### src/rtl/switch_pkg.sv
// rtl/switch_pkg.sv - shared types for the packet dispatcher
package switch_pkg;

  typedef enum logic {
    IDLE = 1'b0,
    LOCK = 1'b1
  } state_t;

endpackage

### src/rtl/rr_pick.sv
// rtl/rr_pick.sv - wrapped round-robin search: first set mask bit after last_i, last_i itself checked last
module rr_pick #(
  parameter int WIDTH = 4,
  parameter int IW    = $clog2(WIDTH)
) (
  input  logic [WIDTH-1:0] mask_i,
  input  logic [IW-1:0]    last_i,
  output logic [IW-1:0]    idx_o,
  output logic             found_o
);

  logic [IW-1:0] cand;

  // Walk from farthest to nearest so the nearest eligible port overwrites the rest.
  always_comb begin
    idx_o   = '0;
    found_o = 1'b0;
    cand    = '0;
    for (int i = WIDTH; i >= 1; i--) begin
      cand = IW'((int'(last_i) + i) % WIDTH);
      if (mask_i[cand]) begin
        idx_o   = cand;
        found_o = 1'b1;
      end
    end
  end

endmodule

### src/rtl/rr_dispatcher.sv
// rtl/rr_dispatcher.sv - steers packets from one stream to WIDTH ports, round-robin per packet
module rr_dispatcher
  import switch_pkg::*;
#(
  parameter int WIDTH  = 4,
  parameter int DATA_W = 32
) (
  input  logic                     CLK,
  input  logic                     RST,
  input  logic                     in_valid,
  input  logic [DATA_W-1:0]        in_data,
  input  logic                     in_last,
  output logic                     in_ready,
  input  logic [WIDTH-1:0]         out_avail,
  output logic [WIDTH-1:0]         out_valid,
  output logic [DATA_W-1:0]        out_data,
  output logic                     out_last,
  input  logic [WIDTH-1:0]         out_ready,
  output logic [$clog2(WIDTH)-1:0] sel
);

  localparam int SW = $clog2(WIDTH);

  state_t            state_q, state_d;
  logic [SW-1:0]     sel_q, sel_d;
  logic [SW-1:0]     lg_q, lg_d;
  logic              full_q, full_d;
  logic [DATA_W-1:0] data_q, data_d;
  logic              last_q, last_d;

  logic [SW-1:0]     pick_idx;
  logic              pick_found;
  logic              drain;
  logic              accept;

  rr_pick #(.WIDTH(WIDTH), .IW(SW)) u_pick (
    .mask_i  (out_avail),
    .last_i  (lg_q),
    .idx_o   (pick_idx),
    .found_o (pick_found)
  );

  // Draining and refilling in one cycle keeps the single-entry register at full rate.
  assign drain    = full_q && out_ready[sel_q];
  assign in_ready = !RST && (!full_q || drain) && (state_q == LOCK || pick_found);
  assign accept   = in_valid && in_ready;

  always_comb begin
    state_d = state_q;
    sel_d   = sel_q;
    lg_d    = lg_q;
    full_d  = full_q;
    data_d  = data_q;
    last_d  = last_q;
    if (accept) begin
      full_d = 1'b1;
      data_d = in_data;
      last_d = in_last;
      if (state_q == IDLE) begin
        sel_d = pick_idx;
        lg_d  = pick_idx;
      end
      state_d = in_last ? IDLE : LOCK;
    end else if (drain) begin
      full_d = 1'b0;
    end
  end

  always_ff @(posedge CLK or posedge RST) begin
    if (RST) begin
      state_q <= IDLE;
      sel_q   <= '0;
      lg_q    <= SW'(WIDTH - 1);
      full_q  <= 1'b0;
      data_q  <= '0;
      last_q  <= 1'b0;
    end else begin
      state_q <= state_d;
      sel_q   <= sel_d;
      lg_q    <= lg_d;
      full_q  <= full_d;
      data_q  <= data_d;
      last_q  <= last_d;
    end
  end

  always_comb begin
    out_valid = '0;
    if (full_q) out_valid[sel_q] = 1'b1;
  end

  assign out_data = data_q;
  assign out_last = last_q;
  assign sel      = sel_q;

endmodule
### config.mk
export PLATFORM = sky130hd
export DESIGN_NAME = rr_dispatcher
export DESIGN_NICKNAME = d
export VERILOG_FILES = /design/src/rtl/switch_pkg.sv /design/src/rtl/rr_pick.sv /design/src/rtl/rr_dispatcher.sv
export SDC_FILE = /design/constraint.sdc
export NUM_CORES = 1
export LEC_CHECK = 0
export ABC_AREA = 1
export CORE_MARGIN = 5
export CORE_UTILIZATION = 41
export CTS_CLUSTER_DIAMETER = 120
export DETAILED_ROUTE_END_ITERATION = 6
export PLACE_DENSITY = 0.8
export SKIP_CTS_REPAIR_TIMING = 1
export SYNTH_ARGS = -nofsm -noshare
export SYNTH_HDL_FRONTEND = slang
export SYNTH_SLANG_ARGS = --single-unit
### constraint.sdc
create_clock -name CLK -period 2 [get_ports CLK]
set_input_delay 0.4 -clock CLK [delete_from_list [all_inputs] [get_ports CLK]]
set_output_delay 0.4 -clock CLK [all_outputs]
set_load 0.05 [all_outputs]
==> metrics.yaml <==
worstSetupStartpointType: "primary input"
cts_tree: "done"
dpl.hpwl_microns: 3726
ys_types: 22
power_density_nw_per_um2: 1836
drc_errors: 0
finalWirelength_microns: 4823
final_common_cell: "nand2_1"
rsz0062_at_grt: "true"
synth.net_count: 268
multiInputGateArea_sq_um: 743.2
finish.instance_area_sq_um: 2920
drt_iter0_markers: 79
fillCellCount: 360
ios: 84
crit_slowest_cell: "clkdlybuf4s50_1"
final-hold-violation-count: 0
layout-drive-gt1-share_pct: 19.63
start_util_pct: 41.84
cp_data_required_time_ns: 1.60
core_sq_um: 4324
final_cell_count_no_fill: 373
worstSetupEndpointType: "output pin"
cts-root-buf: "clkbuf_8"
path_cells: "clkdlybuf4s50_1, inv_2, o21ai_2, nor2_2, nand3_2, nand2_2, inv_2, buf_12"
crit_fanout: 2
p_leak_nw: 1.444
clock_skew_ns: 0.004393
holdWs_ns: 0.4572
dp.cells: 360
path_class: "in2out"
yosysWarnings: 0
nets: 364
seqCellArea_sq_um: 980.9
ir_worst_vdd_uv: 901.3
clk_path_buf_depth: 2
place_area_sq_um: 2770
htree_levels: 2
firstDrtPassIters: 4
synth_area_per_cell_sq_um: 8.077
finalSetupViolCount: 0
reg2reg_depth: 9
cp_common_cell: "inv_2"
clkTransAtPathRegs_ns: 0.07
finalCriticalPeriod_ns: 1.979
slew_violations: 0
final_cell_mix: "nand2_1 (121), clkdlybuf4s50_1 (76), dfrtp_1 (35)"
drv_cap: 0
max_stage_delay_ns: 0.53
ys_seq_area_share_pct: 54.08
diodes: 0
max_slew_margin_pct: 64.13
dr_total_vias: 1700
antenna_found_initial: 0
fmax_mhz: 505.3
antenna_left: 0
die_w_microns: 76.43
tightestPinTransition_ns: 0.5364
syn2layout_area_growth_pct: 61.41
viasPerCell: 4.558
die_h_microns: 76.43
critPathArrivalTime_ns: 1.58
track_usage_pct: 16.34
num_rows: 24
overflow: 0
clock_sinks: 39
utilization_pct: 67.53
grt_pass1_vias: 1712
hold_path.class: "in2async"
outcome: "complete, no violations"
routedWlPerCell_microns: 12.93
grt_max_degree: 26
synth_cells: 224
grt_pass1_wl_microns: 7845
place_congestion: 0.8244
clk_latency_ns: 0.28
fp.dieArea_sq_um: 5842
ys_ff_latch: 39
cts_made_buffers: 5
fin_crit_sh_pct: 98.96
portBuffers: 83
synth.cell_area_sq_um: 1809
power breakdown:
part | total, mW | internal, mW | leakage [nW] | switching [mW]
registers | 1.48 | 1.20 | 0.477 | 0.288
clock network | 0.510 | 0.244 | 0.0412 | 0.266
logic | 3.37 | 1.17 | 0.926 | 2.19
total | 5.36 | 2.61 | 1.44 | 2.75
Yosys cell counts:
library cell / instances / area, sq um
dfstp_2: 2 / 52.55
inv_2: 3 / 11.26
nand3b_1: 1 / 7.510
a21oi_2: 1 / 8.760
xor2_1: 1 / 8.760
nand2_1: 127 / 476.7
buf_12: 1 / 20.02
nor3_1: 4 / 20.02
dfrtp_1: 37 / 925.9
o21ai_0: 2 / 10.01
nand3_2: 2 / 20.02
buf_6: 4 / 45.04
o21ai_1: 1 / 5.000
inv_1: 10 / 37.54
xnor2_1: 1 / 8.760
a21boi_0: 1 / 7.510
nand3_1: 6 / 30.03
nand2_2: 10 / 62.56
nand4_1: 1 / 6.260
nor2_1: 5 / 18.77
buf_2: 3 / 15.01
nor2_4: 1 / 11.26
critical path: cells and delay by family:
| family | cells | cell delay (ns) |
|---|---|---|
| buffers and inverters | 4 | 0.80 |
| AO/OA/AOI/OAI | 1 | 0.17 |
| AND/OR/NAND/NOR | 3 | 0.21 |
path summary, 6_finish.rpt:
check,startpoint,to,slack [ns]
worst max-delay path,out_avail[3],in_ready,0.02
worst min-delay path,RST,state_q,0.46
worst max register to register,lg_q[0],state_q,0.08
worst min register to register,out_last,out_last,0.48
max in group asynchronous,RST,out_data[23],1.12
min in group CLK,out_last,out_last,0.48
per-layer routing:
metal,global-route usage [%],wire [microns],share of wire [%],up-vias
met5,0,0,0,-
met2,28.17,2388,50,59
met4,5.070,65,1.3,0
met1,18.93,1999,41,767
met3,5.674,370,7.7,6
li1,-,-,-,868
cell type report:
| cell class | instances | area share, % |
|---|---|---|
| clock buffer | 6 | 2.485 |
| multi-input combinational | 164 | 25.45 |
| sequential | 39 | 33.59 |
| clock inverter | 2 | 0.4284 |
| timing repair buffer | 97 | 34.15 |
| inverter | 13 | 1.671 |
| tap | 52 | 2.228 |
logic make-up (layout without fill, tap and decap cells):
family          count (synthesis)  after routing  share of synthesized area (%)
buf+inv                        21            118                          7.123
simple gates                  157            157                          36.10
flops                          39             39                          54.08
xor+xnor                        2              2                         0.9684
compound gates                  5              5                          1.729
flip-flops by register name, summed over array words and instances (netlist names):
signal	cells
full_q	1
lg_q	2
out_data	32
out_last	1
sel	2
state_q	1
stage by stage:
stage / setup TNS, ns / total power [mW] / setup slack [ns]
after floorplan: 0 / 3.660 / 0.01055
after global placement: 0 / 4.732 / 0.08408
after detailed placement: -0.002052 / 4.793 / -0.002052
after CTS: -0.1079 / 5.322 / -0.1079
after global routing: -0.06828 / 5.688 / -0.02754
final: 0 / 5.362 / 0.02082
Power figures use the tool's default switching activity.
